===== config.mk =====
export PLATFORM = sky130hd
export DESIGN_NAME = ddr3_cmd_arbiter
export DESIGN_NICKNAME = d
export VERILOG_FILES = /design/src/rtl/ddr3_cmd_arbiter_pkg.sv /design/src/rtl/ddr3_owner_fifo.sv /design/src/rtl/ddr3_cmd_arbiter.sv
export SDC_FILE = /design/constraint.sdc
export NUM_CORES = 1
export LEC_CHECK = 0
export CAP_MARGIN = 20
export CORE_MARGIN = 8
export CORE_UTILIZATION = 36
export CTS_BUF_LIST = sky130_fd_sc_hd__clkbuf_4 sky130_fd_sc_hd__clkbuf_8
export DETAILED_ROUTE_END_ITERATION = 8
export PLACE_DENSITY = 0.88
export SLEW_MARGIN = 20
export SYNTH_ARGS = -nofsm -noshare
export SYNTH_HDL_FRONTEND = slang
export SYNTH_SLANG_ARGS = --single-unit

===== constraint.sdc =====
create_clock -name clock -period 5.95 [get_ports clock]
set_clock_uncertainty 0.15 [all_clocks]
set_input_delay 1.785 -clock clock [delete_from_list [all_inputs] [get_ports clock]]
set_output_delay 1.785 -clock clock [all_outputs]
set_load 0.01 [all_outputs]

===== src/rtl/ddr3_cmd_arbiter_pkg.sv =====
// Shared DDR3 command codes, owner encodings and small helpers for the
// command arbiter and its owner FIFO.
package ddr3_cmd_arbiter_pkg;

    // {RAS#, CAS#, WE#} command encodings
    localparam logic [2:0] CMD_MRS  = 3'b000;
    localparam logic [2:0] CMD_REFR = 3'b001;
    localparam logic [2:0] CMD_PREC = 3'b010;
    localparam logic [2:0] CMD_ACTV = 3'b011;
    localparam logic [2:0] CMD_WRIT = 3'b100;
    localparam logic [2:0] CMD_READ = 3'b101;
    localparam logic [2:0] CMD_ZQCL = 3'b110;
    localparam logic [2:0] CMD_NOOP = 3'b111;

    localparam logic OWN_A = 1'b0;
    localparam logic OWN_B = 1'b1;

    typedef enum logic [1:0] {
        ST_IDLE  = 2'd0,
        ST_OWN_A = 2'd1,
        ST_OWN_B = 2'd2
    } arb_state_e;

    typedef struct packed {
        logic       req;
        logic       seq;
        logic [2:0] cmd;
        logic [2:0] ba;
    } cmd_hdr_t;

    function automatic logic [3:0] run_inc(input logic [3:0] cur, input logic [3:0] cap);
        return (cur >= cap) ? cap : cur + 4'd1;
    endfunction

endpackage


===== src/rtl/ddr3_owner_fifo.sv =====
// 1-bit owner FIFO: remembers which requester issued each outstanding READ
// so returned bursts can be steered back in issue order.
module ddr3_owner_fifo
#(
    parameter int DEPTH = 4
) (
    input  logic clock,
    input  logic reset_n,
    input  logic push,
    input  logic din,
    input  logic pop,
    output logic full,
    output logic empty,
    output logic head
);
    localparam int AW = $clog2(DEPTH);

    logic [DEPTH-1:0] r_mem;
    logic [AW-1:0]    r_wp;
    logic [AW-1:0]    r_rp;
    logic [AW:0]      r_cnt;
    logic             w_push;
    logic             w_pop;

    // A full FIFO refuses a push even when a pop frees a slot this cycle
    assign w_push = push & ~full;
    assign w_pop  = pop & ~empty;
    assign full   = (r_cnt == (AW+1)'(DEPTH));
    assign empty  = (r_cnt == '0);
    assign head   = r_mem[r_rp];

    always_ff @(posedge clock or negedge reset_n) begin
        if (!reset_n) begin
            r_mem <= '0;
            r_wp  <= '0;
            r_rp  <= '0;
            r_cnt <= '0;
        end else begin
            if (w_push) begin
                r_mem[r_wp] <= din;
                r_wp        <= r_wp + 1'b1;
            end
            if (w_pop)
                r_rp <= r_rp + 1'b1;
            case ({w_push, w_pop})
                2'b10:   r_cnt <= r_cnt + 1'b1;
                2'b01:   r_cnt <= r_cnt - 1'b1;
                default: r_cnt <= r_cnt;
            endcase
        end
    end

endmodule


===== src/rtl/ddr3_cmd_arbiter.sv =====
// Shares the DDL command port and read-data path between fast-path reader A
// and controller B; grants hold for a whole command sequence.
module ddr3_cmd_arbiter
    import ddr3_cmd_arbiter_pkg::*;
#(
    parameter int WIDTH        = 32,
    parameter int DDR_ROW_BITS = 13,
    parameter int MAX_A_RUN    = 4,
    parameter int OWN_DEPTH    = 4
) (
    input  logic                    clock,
    input  logic                    reset_n,
    input  logic                    ddl_run_i,
    input  logic                    ddl_ref_i,
    input  logic                    ddl_rdy_i,
    output logic                    ddl_req_o,
    output logic                    ddl_seq_o,
    output logic [2:0]              ddl_cmd_o,
    output logic [2:0]              ddl_ba_o,
    output logic [DDR_ROW_BITS-1:0] ddl_adr_o,
    input  logic                    a_req_i,
    input  logic                    a_seq_i,
    input  logic [2:0]              a_cmd_i,
    input  logic [2:0]              a_ba_i,
    input  logic [DDR_ROW_BITS-1:0] a_adr_i,
    output logic                    a_rdy_o,
    output logic                    a_ref_o,
    input  logic                    b_req_i,
    input  logic                    b_seq_i,
    input  logic [2:0]              b_cmd_i,
    input  logic [2:0]              b_ba_i,
    input  logic [DDR_ROW_BITS-1:0] b_adr_i,
    output logic                    b_rdy_o,
    output logic                    b_ref_o,
    input  logic                    ddl_rvalid_i,
    input  logic                    ddl_rlast_i,
    input  logic [WIDTH-1:0]        ddl_rdata_i,
    output logic                    ddl_rready_o,
    output logic                    a_rvalid_o,
    output logic                    a_rlast_o,
    output logic [WIDTH-1:0]        a_rdata_o,
    input  logic                    a_rready_i,
    output logic                    b_rvalid_o,
    output logic                    b_rlast_o,
    output logic [WIDTH-1:0]        b_rdata_o,
    input  logic                    b_rready_i,
    output logic                    err_o
);
    arb_state_e r_state, w_state_nxt;
    logic [3:0] r_arun, w_arun_nxt;
    logic       r_live, r_run_q, r_err;

    logic       w_win_a, w_sel_a, w_a_stall, w_b_stall, w_stall;
    logic       w_xfer, w_end, w_run_fall;
    logic       w_full, w_empty, w_head, w_push, w_pop, w_head_a, w_head_b;
    cmd_hdr_t   w_a_hdr, w_b_hdr, w_sel;

    assign w_a_hdr = '{req: a_req_i, seq: a_seq_i, cmd: a_cmd_i, ba: a_ba_i};
    assign w_b_hdr = '{req: b_req_i, seq: b_seq_i, cmd: b_cmd_i, ba: b_ba_i};

    // A is masked during refresh/init and when it has used its run budget
    assign w_win_a = a_req_i & ddl_run_i & ~ddl_ref_i
                   & ~((r_arun == 4'(MAX_A_RUN)) & b_req_i);
    assign w_sel_a = (r_state == ST_OWN_A) | ((r_state == ST_IDLE) & w_win_a);
    assign w_sel   = w_sel_a ? w_a_hdr : w_b_hdr;

    assign w_a_stall = (a_cmd_i == CMD_READ) & w_full;
    assign w_b_stall = (b_cmd_i == CMD_READ) & w_full;
    assign w_stall   = w_sel_a ? w_a_stall : w_b_stall;

    // r_live keeps every request/accept low while reset is asserted
    assign ddl_req_o = r_live & w_sel.req & ~w_stall;
    assign ddl_seq_o = w_sel.seq;
    assign ddl_cmd_o = ddl_req_o ? w_sel.cmd : CMD_NOOP;
    assign ddl_ba_o  = w_sel.ba;
    assign ddl_adr_o = w_sel_a ? a_adr_i : b_adr_i;

    assign a_rdy_o = r_live &  w_sel_a & ddl_rdy_i & ~w_a_stall;
    assign b_rdy_o = r_live & ~w_sel_a & ddl_rdy_i & ~w_b_stall;
    assign a_ref_o = ddl_ref_i;
    assign b_ref_o = ddl_ref_i;

    assign w_xfer     = ddl_req_o & ddl_rdy_i;
    assign w_end      = w_xfer & ~w_sel.seq;
    assign w_run_fall = r_run_q & ~ddl_run_i;

    always_comb begin
        w_state_nxt = r_state;
        w_arun_nxt  = r_arun;
        case (r_state)
            ST_IDLE:  if (r_live & w_sel.req & ~w_end)
                          w_state_nxt = w_sel_a ? ST_OWN_A : ST_OWN_B;
            ST_OWN_A,
            ST_OWN_B: if (w_end) w_state_nxt = ST_IDLE;
            default:  w_state_nxt = ST_IDLE;
        endcase
        if (w_end)
            w_arun_nxt = (w_sel_a & b_req_i) ? run_inc(r_arun, 4'(MAX_A_RUN)) : 4'd0;
        if (w_run_fall) begin
            w_state_nxt = ST_IDLE;
            w_arun_nxt  = 4'd0;
        end
    end

    always_ff @(posedge clock or negedge reset_n) begin
        if (!reset_n) begin
            r_state <= ST_IDLE;
            r_arun  <= 4'd0;
            r_live  <= 1'b0;
            r_run_q <= 1'b0;
            r_err   <= 1'b0;
        end else begin
            r_state <= w_state_nxt;
            r_arun  <= w_arun_nxt;
            r_live  <= 1'b1;
            r_run_q <= ddl_run_i;
            if (ddl_rvalid_i & w_empty)
                r_err <= 1'b1;
        end
    end

    assign w_push = w_xfer & (w_sel.cmd == CMD_READ);

    ddr3_owner_fifo #(.DEPTH(OWN_DEPTH)) u_own_fifo (
        .clock   (clock),
        .reset_n (reset_n),
        .push    (w_push),
        .din     (w_sel_a ? OWN_A : OWN_B),
        .pop     (w_pop),
        .full    (w_full),
        .empty   (w_empty),
        .head    (w_head)
    );

    // With nothing outstanding, stray beats are drained rather than stalled
    assign w_head_a     = ~w_empty & (w_head == OWN_A);
    assign w_head_b     = ~w_empty & (w_head == OWN_B);
    assign ddl_rready_o = w_empty | (w_head_a & a_rready_i) | (w_head_b & b_rready_i);
    assign w_pop        = ddl_rvalid_i & ddl_rready_o & ddl_rlast_i & ~w_empty;

    assign a_rvalid_o = ddl_rvalid_i & w_head_a;
    assign b_rvalid_o = ddl_rvalid_i & w_head_b;
    assign a_rlast_o  = a_rvalid_o & ddl_rlast_i;
    assign b_rlast_o  = b_rvalid_o & ddl_rlast_i;
    assign a_rdata_o  = ddl_rdata_i;
    assign b_rdata_o  = ddl_rdata_i;
    assign err_o      = r_err;

endmodule


## After elaboration in Yosys (flattened, before gate mapping)

Cells that the tools add are included.

| operators by class | value |
|---|---|
| add/sub/neg operators | 5 |
| multiply operators | 0 |
| divide/modulo/power cells | 0 |
| $lt $le $gt $ge | 4 |
| equal/unequal tests | 11 |
| shift operators | 0 |
| multiplexer cells | 20 |
| bitwise logic cells | 50 |
| reductions and logical operators | 7 |

Operators by type and width:

| cell | count |
|---|---|
| $and A1 B1 Y1 | 35 |
| $mux W4 | 4 |
| $mux W13 | 1 |
| $eq A3 B3 Y1 const B | 4 |
| $not A1 Y1 | 12 |
| $mux W2 | 4 |
| $mux W8 | 1 |
| $lt A2 B3 Y1 const B | 2 |
| $pmux W3 S2 | 1 |
| $add A2 B1 Y2 const B | 2 |
| $add A4 B1 Y4 const B | 1 |
| $bwmux W4 | 1 |
| $eq A2 B1 Y1 const B | 2 |
| $eq A2 B2 Y1 const B | 2 |
| $eq A4 B3 Y1 const B | 1 |
| $ge A4 B3 Y1 const B | 1 |
| $mux W1 | 4 |
| $pmux W2 S2 | 1 |
| $reduce_bool A2 Y1 | 2 |
| $add A3 B1 Y3 const B | 1 |
| $logic_not A3 Y1 | 1 |
| $mux W3 | 1 |
| $ne A3 B2 Y1 const B | 1 |
| $ne A3 B3 Y1 const B | 1 |
| 9 further kinds | 11 |

| word-level totals | value |
|---|---|
| bits in registers | 20 |
| latch bits | 0 |
| RAM bits | 0 |
| bits in read-only memories | 0 |
| bits of input ports | 83 |
| output and inout port bits | 95 |
| word-level logic and storage cells | 106 |
| memories kept | 0 |

## Depth between registers and ports, before layout

| logic depth | value |
|---|---|
| depth in word-level cells | 16 |
| gate-level depth with buffers | 13 |
| gate-level depth less buffers | 13 |

## Cells and area by module

A second synthesis with hierarchy kept.

| second synthesis, totals | value |
|---|---|
| cells, all modules | 260 |
| area total of the unflattened synthesis | 2062.0 µm² |

Modules (own cells, without submodules):

| module | times used | cells an instance | area an instance (µm²) | sequential area each (µm²) |
|---|---|---|---|---|
| ddr3_cmd_arbiter | 1 | 206 | 1456.4 | 225.2 |
| ddr3_owner_fifo | 1 | 54 | 605.6 | 275.3 |

## Worst setup path before layout

Ideal clock, no wire load.

| timing path | value |
|---|---|
| path type | input -> output |
| from | input port ddl_ref_i |
| to | output port a_rdy_o |
| arrival | 2.907 ns |
| data required time | 4.015 ns |
| path slack | 1.108 ns |
| stages | 5 |
| buffers on the path | 2 |
| path through | nand4b_2 -> o21ba_4 -> buf_6 -> clkbuf_1 -> nor3_1 |

| on the way | value |
|---|---|
| word-level cells in the longest chain between the ends | 8 |

Ends and longest elaborated chain:

| item | RTL line | RTL |
|---|---|---|
| start: declaration | ddr3_cmd_arbiter.sv:14 | `input logic ddl_ref_i,` |
| $not A1 Y1 | ddr3_cmd_arbiter.sv:62 | `assign w_win_a = a_req_i & ddl_run_i & ~ddl_ref_i` |
| $and A1 B1 Y1 | ddr3_cmd_arbiter.sv:62 |  |
| $and A1 B1 Y1 | ddr3_cmd_arbiter.sv:63 | `& ~((r_arun == 4'(MAX_A_RUN)) & b_req_i);` |
| $and A1 B1 Y1 | ddr3_cmd_arbiter.sv:64 | `assign w_sel_a = (r_state == ST_OWN_A) \| ((r_state == ST_IDLE) & w_win_a);` |
| $or A1 B1 Y1 | ddr3_cmd_arbiter.sv:64 |  |
| $and A1 B1 Y1 (3 in a row) | ddr3_cmd_arbiter.sv:78 | `assign a_rdy_o = r_live & w_sel_a & ddl_rdy_i & ~w_a_stall;` |
| end: declaration | ddr3_cmd_arbiter.sv:26 | `output logic a_rdy_o,` |

No other way between the ends.

## Worst setup path after layout

| timing path | value |
|---|---|
| from | input port ddl_ref_i |
| to | output port ddl_cmd_o[0] |

| on the way | value |
|---|---|
| word-level cells in the longest chain between the ends | 9 |
| elaborated cells on any way between the ends | 11 |
| classes of those cells | mux (3); bitwise (8) |

Ends and longest elaborated chain:

| item | RTL line | RTL |
|---|---|---|
| $not A1 Y1 * | ddr3_cmd_arbiter.sv:62 |  |
| $and A1 B1 Y1 * | ddr3_cmd_arbiter.sv:62 |  |
| $and A1 B1 Y1 * | ddr3_cmd_arbiter.sv:63 |  |
| $and A1 B1 Y1 * | ddr3_cmd_arbiter.sv:64 |  |
| $or A1 B1 Y1 * | ddr3_cmd_arbiter.sv:64 |  |
| $mux W8 / $mux W1 (equally long branches) | ddr3_cmd_arbiter.sv:65, ddr3_cmd_arbiter.sv:69 |  |
| $and A1 B1 Y1 / $not A1 Y1 (equally long branches) | ddr3_cmd_arbiter.sv:72 | `assign ddl_req_o = r_live & w_sel.req & ~w_stall;` |
| $and A1 B1 Y1 | ddr3_cmd_arbiter.sv:72 |  |
| $mux W3 * | ddr3_cmd_arbiter.sv:74 | `assign ddl_cmd_o = ddl_req_o ? w_sel.cmd : CMD_NOOP;` |
| end: declaration | ddr3_cmd_arbiter.sv:18 | `output logic [2:0] ddl_cmd_o,` |

Every way passes the cells marked *; elsewhere a longest branch is shown, timed or not.

==> out/metrics.csv <==
stage,metric,value,unit
sta,period_share,97.0,%
power_and_ir_drop,power_switching,0.000284,W
logic_synthesis,synth-compound-area-share,9.71,%
sta,max_slew.worst_pin.slew,0.888,ns
worst_setup_path,crit_start,ddl_ref_i,
sta,report.final.hold_viol_count,0,
detailed_routing,drt-met1-wl,2090,um
sta,rsz0062_at_grt,no,
detailed_routing,drt_iter0_markers,126,
worst_setup_path,cp_max_delay_cell,clkdlybuf4s50_1,
grt,global_route.overflow_total,0,
grt,vias_in_the_first_global_route,1768,
detailed_routing,ant_nets,0,
place,post-dp-hpwl,4440,um
flow_run,max-cap-violations,0,
clocking,cts_buffers,3,
logic_synthesis,synth_async_sr_flop_share,100,%
final_layout,drive_above_1_share,9.62,%
worst_setup_path,critical_path.cell_chain,clkdlybuf4s50_1 > nand4b_2 > o21bai_2 > nor2_1 > a22o_1 > nand3_1 > clkdlybuf4s50_1,
power_and_ir_drop,power_frac_clock,14.1,%
floorplan,die_x,92.9,um
clocking,ctsRootBufferMaster,clkbuf_8,
sta,slew-limit-headroom,40.6,%
detailed_routing,post_drt_via_cell_ratio,4.82,
grt,grt.total_usage,12.0,%
worst_setup_path,critical-path-max-stage-delay,0.55,ns
sta,layout_min_cycle_time,5.77,ns
logic_synthesis,synth_enable_flop_cells,0,
logic_synthesis,ys.flop_type,dfrtp_1,
clocking,cts_hold_buffers,0,
logic_synthesis,synth_seq_cells,20,
final_layout,number_of_nets_at_the_end_of_the_flow,385,
floorplan,placement_rows,28,
logic_synthesis,synth-xor-area-share,2.47,%
logic_synthesis,syn-mean-instance-area,7.85,um^2
worst_setup_path,critical_path_arrival,3.84,ns
detailed_routing,met2_routed_length,2840,um
final_layout,diodes,0,
sta,totalNegativeSetupSlack,0,ns
logic_synthesis,yosysSeqAreaShare,23.5,%
final_layout,final_core_utilization,45.0,%
final_layout,syn2layout_area_growth,23.0,%
power_and_ir_drop,cellPowerDensity,282,nW/um^2
floorplan,initial_utilization,36.6,%
min_path,hp-class,reg2reg,
floorplan,die_h,92.9,um
clocking,post-cts-setup-buffer-count,0,
grt,initial_antenna_violation_count,0,
logic_synthesis,dominant_combinational_cell_family_by_area_after_synthesis,buffers and inverters,
clocking,tritoncts,yes,
worst_setup_path,worst-path-max-fanout,5,
clocking,total_number_of_clock_tree_sinks,20,
detailed_routing,met3_wirelength,347,um
sta,drv_slew,0,
clocking,htreeDepth,1,
min_path,min-delay-start,u_own_fifo.r_rp[1]$_DFFE_PN0P_,
worst_setup_path,required,4.01,ns
floorplan,design.portCount,178,
floorplan,core_region_area,5820,um^2
detailed_routing,drc,0,
logic_synthesis,synthAdderAreaFrac,6.24,%
grt,grt_pass1_wl,8630,um
power_and_ir_drop,power.share.combinational,57.8,%
detailed_routing,drt_first_pass_iters,4,
logic_synthesis,synth.cell_area,2130,um^2
worst_setup_path,worst_setup_path_end_kind,output port,
power_and_ir_drop,p_seq_share,28.1,%
worst_setup_path,path_common_cell,clkdlybuf4s50_1,
clocking,clockBufferDepth,2,
power_and_ir_drop,leakage,1.15,nW
place,port_buffers,81,
logic_synthesis,synthesis.nets,364,
clocking,cts_repair_resize_count,0,
worst_setup_path,timing.setup.critical_path_class,in2out,
grt,grt_max_degree,21,
detailed_routing,wirelength_per_cell,14.9,um
worst_setup_path,critical_path.reg2reg.startpoint,r_state[1]$_DFFE_PN0P_,
power_and_ir_drop,max-vdd-ir-drop,0.124,mV
detailed_routing,routed-via-count,1764,
sta,timing.final.ws_setup,0.179,ns
detailed_routing,dr.max_layer_used,met4,
sta,finalSetupViolations,0,
power_and_ir_drop,p_int,0.000454,W
place,place_worst_setup_slack,0.188,ns
logic_synthesis,post_synth_num_cell_types,48,
clocking,clock_latency,0.26,ns
logic_synthesis,synthSimpleGateAreaFrac,22.8,%
logic_synthesis,post_synth_inst_count,271,
detailed_routing,finalWirelength,5460,um
floorplan,fp.dieArea,8620,um^2
worst_setup_path,startpoint_type,input port,
power_and_ir_drop,power.share.switching,38.5,%
logic_synthesis,synth.area.mux_share,7.29,%
status,outcome,finished clean,
logic_synthesis,synth.yosys.warnings,0,
sta,fmax,173,MHz
place,gp_congestion,0.852,
clocking,clk_transition_reported_paths,0.07,ns
[layout make-up]
type | instances | area (um^2)
inverters | 16 | 60.1
fillers | 570 | 3200
well taps | 75 | 93.8
repair buffers | 89 | 871
clock buffers | 4 | 55.1
multi-input cells | 162 | 1040
flip-flops and latches | 20 | 500
[synthesized netlist by cell type, types with 2 or more instances]
master | count | share of area, %
buf_4 | 66 | 23
nand2_1 | 60 | 11
dfrtp_1 | 20 | 24
inv_1 | 16 | 2.8
o21ai_0 | 10 | 2.4
ha_1 | 9 | 5.3
nand3_1 | 9 | 2.1
nor2_1 | 8 | 1.4
clkbuf_1 | 5 | 0.88
mux2_2 | 5 | 2.6
nand4_1 | 5 | 1.5
nor3_1 | 4 | 0.94
a21oi_1 | 3 | 0.71
mux2i_2 | 3 | 1.9
xnor2_1 | 3 | 1.2
xor2_1 | 3 | 1.2
a31oi_1 | 2 | 0.59
and2_1 | 2 | 0.59
and3_1 | 2 | 0.59
mux2i_1 | 2 | 0.94
nand3b_1 | 2 | 0.71
nor2b_1 | 2 | 0.59
o2111ai_1 | 2 | 0.82
o211ai_1 | 2 | 0.71
o21ai_1 | 2 | 0.47
or3_1 | 2 | 0.59
[through the flow]
step	hold slack [ns]	instance area (um^2)	total power, W	instances
floorplan	0.296	2130	0.000490	271
global placement	0.308	2560	0.000616	362
detailed placement	0.323	2560	0.000634	362
CTS	0.336	2620	0.000741	366
global route	0.358	2620	0.000795	366
finish	0.338	2620	0.000737	366
[placed cells by master (no fill, tap or decap), types with 2 or more instances in the layout]
cell type | netlist | final
inv_1 | 16 | 16
nand4_1 | 5 | 5
nor2b_1 | 2 | 2
nand3b_1 | 2 | 2
xor2_1 | 3 | 3
o2111ai_1 | 2 | 2
o21ai_0 | 10 | 10
or3_1 | 2 | 2
nor3_1 | 4 | 4
mux2i_2 | 3 | 3
nand3_1 | 9 | 9
mux2_2 | 5 | 5
mux2i_1 | 2 | 2
a21oi_1 | 3 | 3
and2_1 | 2 | 2
dfrtp_1 | 20 | 20
and3_1 | 2 | 2
buf_4 | 66 | 8
clkbuf_8 | 0 | 4
a31oi_1 | 2 | 2
clkdlybuf4s50_1 | 0 | 81
o21ai_1 | 2 | 2
xnor2_1 | 3 | 3
nand2_1 | 60 | 60
nor2_1 | 8 | 8
ha_1 | 9 | 9
o211ai_1 | 2 | 2
[worst paths after layout]
check | endpoint | slack [ns] | cells after the start
setup / recovery | ddl_cmd_o[0] | 0.18 | 7
hold / removal | u_own_fifo.r_rp[1]$_DFFE_PN0P_ | 0.34 | 1
setup reg to reg | u_own_fifo.r_cnt[2]$_DFFE_PN0P_ | 2.78 | 14
hold reg to reg | u_own_fifo.r_rp[1]$_DFFE_PN0P_ | 0.34 | 1
max in group asynchronous | u_own_fifo.r_rp[0]$_DFFE_PN0P_ | 3.23 | 1
min in group asynchronous | u_own_fifo.r_cnt[2]$_DFFE_PN0P_ | 1.88 | 1
[worst max-delay path: cells and delay by family]
kind | cells | cell delay, ns
AO/OA/AOI/OAI | 2 | 0.61
buffers and inverters | 2 | 1.01
AND/OR/NAND/NOR | 3 | 0.43
[registers in the layout (all words and copies together) (netlist names)]
signal	flops
r_live	1
err_o	1
u_own_fifo.r_cnt	3
r_arun	4
r_run_q	1
u_own_fifo.r_wp	2
u_own_fifo.r_mem	4
r_state	2
u_own_fifo.r_rp	2
[power by group through the flow]
stage          Sequential, W  Combinational, W  Clock (W)
2_1_floorplan       0.000200          0.000290          0
3_3_place_gp        0.000206          0.000410          0
3_5_place_dp        0.000208          0.000426          0
4_1_cts             0.000207          0.000428   0.000105
5_1_grt             0.000213          0.000468   0.000114
6_report            0.000207          0.000426   0.000104
[layer usage]
metal | vias to the layer above | track usage (%)
met5 | - | 0
met4 | 0 | 6.98
met3 | 29 | 3.32
met2 | 48 | 20.4
met1 | 822 | 13.1
li1 | 865 | -
[logic make-up after synthesis]
| logic type | after synthesis |
|---|---|
| mux | 12 |
| other cells | 1 |
| simple gates | 103 |
| fa+ha+maj | 10 |
| xor+xnor | 6 |
| compound gates | 30 |
| buf+inv | 89 |
| flops | 20 |
Note: power is estimated with default switching activity, not from simulation.
